<file path="config.mk">
export PLATFORM = sky130hd
export DESIGN_NAME = seg_display_scheduler
export DESIGN_NICKNAME = d
export VERILOG_FILES = /design/src/rtl/seg_display_scheduler.sv
export SDC_FILE = /design/constraint.sdc
export NUM_CORES = 1
export LEC_CHECK = 0
export BUFFER_PORTS_ARGS = -buffer_cell sky130_fd_sc_hd__buf_4
export CAP_MARGIN = 20
export CORE_ASPECT_RATIO = 2
export CORE_MARGIN = 2
export CORE_UTILIZATION = 30
export CTS_CLUSTER_SIZE = 16
export DETAILED_ROUTE_END_ITERATION = 6
export GPL_TIMING_DRIVEN = 0
export PLACE_DENSITY = 0.63
export SLEW_MARGIN = 25
export SYNTH_ARGS = -nofsm -noshare
export SYNTH_HDL_FRONTEND = slang
export SYNTH_SLANG_ARGS = --single-unit
</file>
<file path="constraint.sdc">
create_clock -name HCLK -period 3.16 [get_ports HCLK]
set_clock_uncertainty 0.15 [all_clocks]
set_input_delay 0.632 -clock HCLK [delete_from_list [all_inputs] [get_ports HCLK]]
set_output_delay 0.632 -clock HCLK [all_outputs]
set_load 0.02 [all_outputs]
</file>
<file path="src/rtl/seg_display_scheduler.sv">
// AHB-Lite master that pushes a coherent frac/int/mode triple to the seven-segment
// display slave on every refresh tick, mode change or displayed-value update.
module seg_display_scheduler #(
    parameter logic [31:0] BASE_ADDR      = 32'hA000_0000,
    parameter int unsigned REFRESH_CYCLES = 1024
) (
    input  logic        HCLK,
    input  logic        HRESETn,
    input  logic        ModeNext,
    input  logic        Setting,
    input  logic        SetUpdate,
    input  logic [11:0] SetInt,
    input  logic [3:0]  ChUpdate,
    input  logic [31:0] ChFrac,
    input  logic [47:0] ChInt,
    input  logic        HREADY,
    output logic [31:0] HADDR,
    output logic [31:0] HWDATA,
    output logic        HWRITE,
    output logic [1:0]  HTRANS,
    output logic [2:0]  HSIZE,
    output logic [1:0]  Mode,
    output logic        Busy
);

    localparam int unsigned CNT_W = (REFRESH_CYCLES > 1) ? $clog2(REFRESH_CYCLES) : 1;
    localparam logic [CNT_W-1:0] CNT_LAST = CNT_W'(REFRESH_CYCLES - 1);

    localparam logic [31:0] OFS_INT  = 32'd4;
    localparam logic [31:0] OFS_MODE = 32'd8;

    localparam logic [1:0] HTRANS_IDLE   = 2'b00;
    localparam logic [1:0] HTRANS_NONSEQ = 2'b10;

    localparam logic [2:0] S_IDLE   = 3'd0;
    localparam logic [2:0] S_A_FRAC = 3'd1;
    localparam logic [2:0] S_A_INT  = 3'd2;
    localparam logic [2:0] S_A_MODE = 3'd3;
    localparam logic [2:0] S_D_MODE = 3'd4;

    logic [2:0]       state_q,     state_d;
    logic [1:0]       mode_q,      mode_d;
    logic             setting_q;
    logic             pending_q,   pending_d;
    logic [CNT_W-1:0] cnt_q,       cnt_d;
    logic [7:0]       snap_frac_q, snap_frac_d;
    logic [11:0]      snap_int_q,  snap_int_d;
    logic [3:0]       snap_code_q, snap_code_d;
    logic [31:0]      haddr_q,     haddr_d;
    logic [31:0]      hwdata_q,    hwdata_d;
    logic             hwrite_q,    hwrite_d;
    logic [1:0]       htrans_q,    htrans_d;
    logic             busy_q,      busy_d;

    logic             mode_adv;
    logic             refresh;
    logic             trig;
    logic             launch;
    logic [7:0]       new_frac;
    logic [11:0]      new_int;
    logic [3:0]       new_code;

    logic [7:0]       ch_frac [4];
    logic [11:0]      ch_int  [4];

    for (genvar i = 0; i < 4; i++) begin : g_ch
        assign ch_frac[i] = ChFrac[8*i +: 8];
        assign ch_int[i]  = ChInt[12*i +: 12];
    end

    // Trigger sources, mode advance and free-running refresh counter
    always_comb begin
        mode_adv = ModeNext & ~Setting;
        mode_d   = mode_adv ? mode_q + 2'd1 : mode_q;
        refresh  = (cnt_q == CNT_LAST);
        cnt_d    = refresh ? '0 : cnt_q + CNT_W'(1);
        trig     = mode_adv
                 | (Setting ^ setting_q)
                 | (~Setting & ChUpdate[mode_q])
                 | (Setting & SetUpdate)
                 | refresh;
    end

    // Snapshot source uses the post-ModeNext channel so a mode change shows its own data
    always_comb begin
        if (Setting) begin
            new_frac = 8'h00;
            new_int  = SetInt;
            new_code = 4'hE;
        end else begin
            new_frac = ch_frac[mode_d];
            new_int  = ch_int[mode_d];
            new_code = 4'hA + 4'(mode_d);
        end
    end

    always_comb begin
        state_d     = state_q;
        pending_d   = pending_q;
        snap_frac_d = snap_frac_q;
        snap_int_d  = snap_int_q;
        snap_code_d = snap_code_q;
        haddr_d     = haddr_q;
        hwdata_d    = hwdata_q;
        hwrite_d    = hwrite_q;
        htrans_d    = htrans_q;
        busy_d      = busy_q;
        launch      = 1'b0;

        unique case (state_q)
            S_IDLE: begin
                if (trig || pending_q) begin
                    launch    = 1'b1;
                    pending_d = 1'b0;
                end
            end
            S_A_FRAC: begin
                if (trig) pending_d = 1'b1;
                if (HREADY) begin
                    state_d  = S_A_INT;
                    haddr_d  = BASE_ADDR + OFS_INT;
                    hwdata_d = {24'b0, snap_frac_q};
                end
            end
            S_A_INT: begin
                if (trig) pending_d = 1'b1;
                if (HREADY) begin
                    state_d  = S_A_MODE;
                    haddr_d  = BASE_ADDR + OFS_MODE;
                    hwdata_d = {20'b0, snap_int_q};
                end
            end
            S_A_MODE: begin
                if (trig) pending_d = 1'b1;
                if (HREADY) begin
                    state_d  = S_D_MODE;
                    htrans_d = HTRANS_IDLE;
                    hwrite_d = 1'b0;
                    hwdata_d = {28'b0, snap_code_q};
                end
            end
            S_D_MODE: begin
                if (trig) pending_d = 1'b1;
                if (HREADY) begin
                    // A trigger landing on the exit edge stays pending for one more burst
                    if (pending_q) begin
                        launch    = 1'b1;
                        pending_d = trig;
                    end else begin
                        state_d = S_IDLE;
                        busy_d  = 1'b0;
                    end
                end
            end
            default: begin
                state_d  = S_IDLE;
                htrans_d = HTRANS_IDLE;
                hwrite_d = 1'b0;
                busy_d   = 1'b0;
            end
        endcase

        if (launch) begin
            state_d     = S_A_FRAC;
            snap_frac_d = new_frac;
            snap_int_d  = new_int;
            snap_code_d = new_code;
            haddr_d     = BASE_ADDR;
            htrans_d    = HTRANS_NONSEQ;
            hwrite_d    = 1'b1;
            busy_d      = 1'b1;
        end
    end

    always_ff @(posedge HCLK or negedge HRESETn) begin
        if (!HRESETn) begin
            state_q     <= S_IDLE;
            mode_q      <= 2'd0;
            setting_q   <= 1'b0;
            pending_q   <= 1'b0;
            cnt_q       <= '0;
            snap_frac_q <= 8'h00;
            snap_int_q  <= 12'h000;
            snap_code_q <= 4'h0;
            haddr_q     <= 32'h0;
            hwdata_q    <= 32'h0;
            hwrite_q    <= 1'b0;
            htrans_q    <= HTRANS_IDLE;
            busy_q      <= 1'b0;
        end else begin
            state_q     <= state_d;
            mode_q      <= mode_d;
            setting_q   <= Setting;
            pending_q   <= pending_d;
            cnt_q       <= cnt_d;
            snap_frac_q <= snap_frac_d;
            snap_int_q  <= snap_int_d;
            snap_code_q <= snap_code_d;
            haddr_q     <= haddr_d;
            hwdata_q    <= hwdata_d;
            hwrite_q    <= hwrite_d;
            htrans_q    <= htrans_d;
            busy_q      <= busy_d;
        end
    end

    assign HADDR  = haddr_q;
    assign HWDATA = hwdata_q;
    assign HWRITE = hwrite_q;
    assign HTRANS = htrans_q;
    assign HSIZE  = 3'b010;
    assign Mode   = mode_q;
    assign Busy   = busy_q;

endmodule

</file>
==> insert_results.sql <==
INSERT INTO impl_metrics (metric_group, metric, value, unit) VALUES
('synth', 'ys.warnings.count', '0', ''),
('global_routing', 'first_global_vias', '3557', ''),
('worst_setup_path', 'crit_required', '3.18', 'ns'),
('global_routing', 'antenna_found_initial', '0', ''),
('synth', 'synth_top_cell_by_area', 'dfrtp_1', ''),
('pwr', 'total_leakage_power', '0.002730', 'uW'),
('routing', 'drc', '0', ''),
('timing', 'hold_viol_final', '0', ''),
('placement', 'gpl.final_weighted_congestion', '0.8205', ''),
('clock_network', 'post_cts_resize_count', '0', ''),
('layout', 'fillerInstances', '1400', ''),
('routing', 'detail_route.wirelength', '11.00', 'mm'),
('die', 'io_pins', '175', ''),
('job', 'drv_cap', '0', ''),
('synth', 'synth_top_cell_area_share', '0.3477', ''),
('clock_network', 'tritoncts.num_buffers', '9', ''),
('timing', 'worstMarginPinSlew', '0.8861', 'ns'),
('synth', 'postSynth.topFlopCell', 'dfrtp_1', ''),
('clock_network', 'cts.reportedPaths.clkPinSlew', '0.05', 'ns'),
('worst_setup_path', 'worstPathCellList', 'mux4_2 -> o41a_1 -> o311ai_4 -> buf_2 -> o311ai_0', ''),
('layout', 'layout.nets', '728', ''),
('clock_network', 'hold_buffers', '0', ''),
('synth', 'synth.cells.most_frequent', '58 x dfrtp_1, 54 x buf_4, 47 x nand2_1', ''),
('placement', 'minimum_setup_slack_after_placement', '0.1615', 'ns'),
('layout', 'area_overhead_vs_synth', '37.32', '%'),
('clock_network', 'clock_tree.htree_level_count', '3', ''),
('timing', 'final-max-slew-violation-count', '0', ''),
('worst_setup_path', 'critPathLaunch', 'Mode[0]', ''),
('clock_network', 'cts_setup_buffers', '0', ''),
('worst_setup_path', 'crit_path_top_delay_cell', 'o311ai_4', ''),
('die', 'placementRows', '61', ''),
('timing', 'report.final.setup_viol', '0', ''),
('worst_setup_path', 'endpoint_kind', 'flop', ''),
('synth', 'post_synth_instance_area', '4174', 'um2'),
('clock_network', 'clock_path_buffers', '2', ''),
('clock_network', 'tritoncts', 'yes', ''),
('global_routing', 'gr-usage-all-layers', '0.1476', ''),
('die', 'dieArea', '14930', 'um2'),
('global_routing', 'use_met2', '0.2408', ''),
('global_routing', 'grt.met1_usage', '0.1905', ''),
('routing', 'wl_per_cell', '13.99', 'um'),
('synth', 'most_repeated_cell_in_the_gate_level_netlist_after_synthesis', 'dfrtp_1', ''),
('routing', 'drtAntennaViolNets', '0', ''),
('routing', 'drt_pass1_iterations', '4', ''),
('worst_setup_path', 'crit_arrival', '2.80', 'ns'),
('layout', 'diodes', '0', ''),
('die', 'coreArea', '13740', 'um2'),
('clock_network', 'cts.sinks', '58', ''),
('global_routing', 'grt-ovfl-total', '0', ''),
('timing', 'period_minus_slack', '2.772', 'ns'),
('global_routing', 'global_route.peak_usage_layer', 'met2', ''),
('timing', 'finalWorstSetupSlack', '0.3875', 'ns'),
('synth', 'async_flop_share', '1.000', ''),
('timing', 'unrepaired_setup_endpoints_after_global_routing', 'no', ''),
('synth', 'synth-edff-count', '0', ''),
('timing', 'worst_slew_margin_rel', '0.4050', ''),
('worst_setup_path', 'criticalPathCategory', 'flop to flop', ''),
('layout', 'drive_above_1_share', '0.3593', ''),
('timing', 'fmax', '360.7', 'MHz'),
('synth', 'synth_sequential_area_ratio', '0.3477', ''),
('pwr', 'power.ir.vdd_worst', '0.0005095', 'V'),
('placement', 'buffer_ports.inserted', '120', ''),
('worst_setup_path', 'regToRegStartpoint', 'Mode[0]', ''),
('routing', 'via_per_inst', '4.770', ''),
('outcome', 'outcome', 'completed', ''),
('timing', 'fin_crit_sh', '0.8774', ''),
('worst_hold_path', 'min_delay_path_class', 'input port to asynchronous set/reset pin', ''),
('worst_setup_path', 'critical-path-max-stage-delay', '0.53', 'ns'),
('die', 'floorplan.die.width', '87.41', 'um'),
('timing', 'setup_tns', '0', 'ns'),
('placement', 'hpwl', '8.794', 'mm');
[state kept, by name, summed over array words and instances, names as in the netlist]
name	cells
pending_q	1
Busy	1
HADDR	3
snap_frac_q	8
HTRANS	1
Mode	2
snap_code_q	4
HWDATA	12
setting_q	1
state_q	3
snap_int_q	12
cnt_q	10
[layout make-up]
type	count	area [um2]	share of cell area
Clock buffer	13	260.3	0.04540
Sequential cell	58	1451	0.2532
Inverter	5	18.77	0.003274
Buffer	85	538.0	0.09387
Tap cell	157	196.4	0.03427
Multi-Input combinational cell	346	2354	0.4106
Clock inverter	2	12.51	0.002183
Timing Repair Buffer	120	900.9	0.1572
[cell families (layout without fill, tap and decap cells)]
group           count (synthesis)  after routing  share of synthesized area
compound gates                115            115                     0.1694
simple gates                   97             97                     0.1088
buf+inv                        90            225                     0.1334
mux                            70             70                     0.2128
flops                          58             58                     0.3477
xor+xnor                       11             11                    0.02308
other cells                     2             52                   0.001799
fa+ha+maj                       1              1                   0.002997
[final timing paths]
check / end / slack (ns) / cells after the start
worst max-delay path: state_q[0] / 0.39 / 5
worst min-delay path: snap_int_q[8] / 0.23 / 1
worst max register to register: state_q[0] / 0.39 / 5
worst min register to register: cnt_q[8] / 0.32 / 1
max in group asynchronous: snap_frac_q[6] / 2.17 / 1
min in group HCLK: setting_q / 0.29 / 1
[cell usage in the layout (no fill, tap or decap), types with 7 or more instances in the layout]
cell	n
buf_4	174
o22ai_1	20
clkbuf_16	9
mux2_2	14
buf_2	7
conb_1	52
clkbuf_1	25
a22oi_1	16
a21oi_1	25
nand2_1	47
o21ai_0	38
nor2_1	15
mux4_2	13
dfrtp_1	58
mux2i_1	37
nor2b_1	8
nand3_1	7
[routing by layer]
layer / part of all wire / vias up
li1: - / 1860
met1: 0.42 / 1736
met2: 0.50 / 139
met3: 0.063 / 14
met4: 0.014 / 0
met5: 0 / -
[per-stage QoR]
stage                     power, uW  instance area [um2]  hold slack (ns)    util  instances
after global placement         3454                 5459           0.2994  0.3974        771
final                          4352                 5732           0.2255  0.4172        786
after floorplan                2824                 4362           0.1864       -        494
after detailed placement       3500                 5459           0.3160  0.3974        771
after global routing           4672                 5732           0.2857  0.4172        786
after CTS                      4392                 5732           0.2459  0.4172        786
[power breakdown]
group | switching [uW] | leakage (uW) | internal (uW)
clock network | 319 | 0.000132 | 566
logic | 1260 | 0.00188 | 1070
registers | 150 | 0.000717 | 987
[critical path: cells and delay by family, from the launching register on]
| family | cells | cell delay (ns) |
|---|---|---|
| compound gates | 3 | 1.14 |
| mux | 1 | 0.52 |
| flops | 1 | 0.44 |
| buf+inv | 1 | 0.35 |
Note: power is estimated with default switching activity, not from simulation.
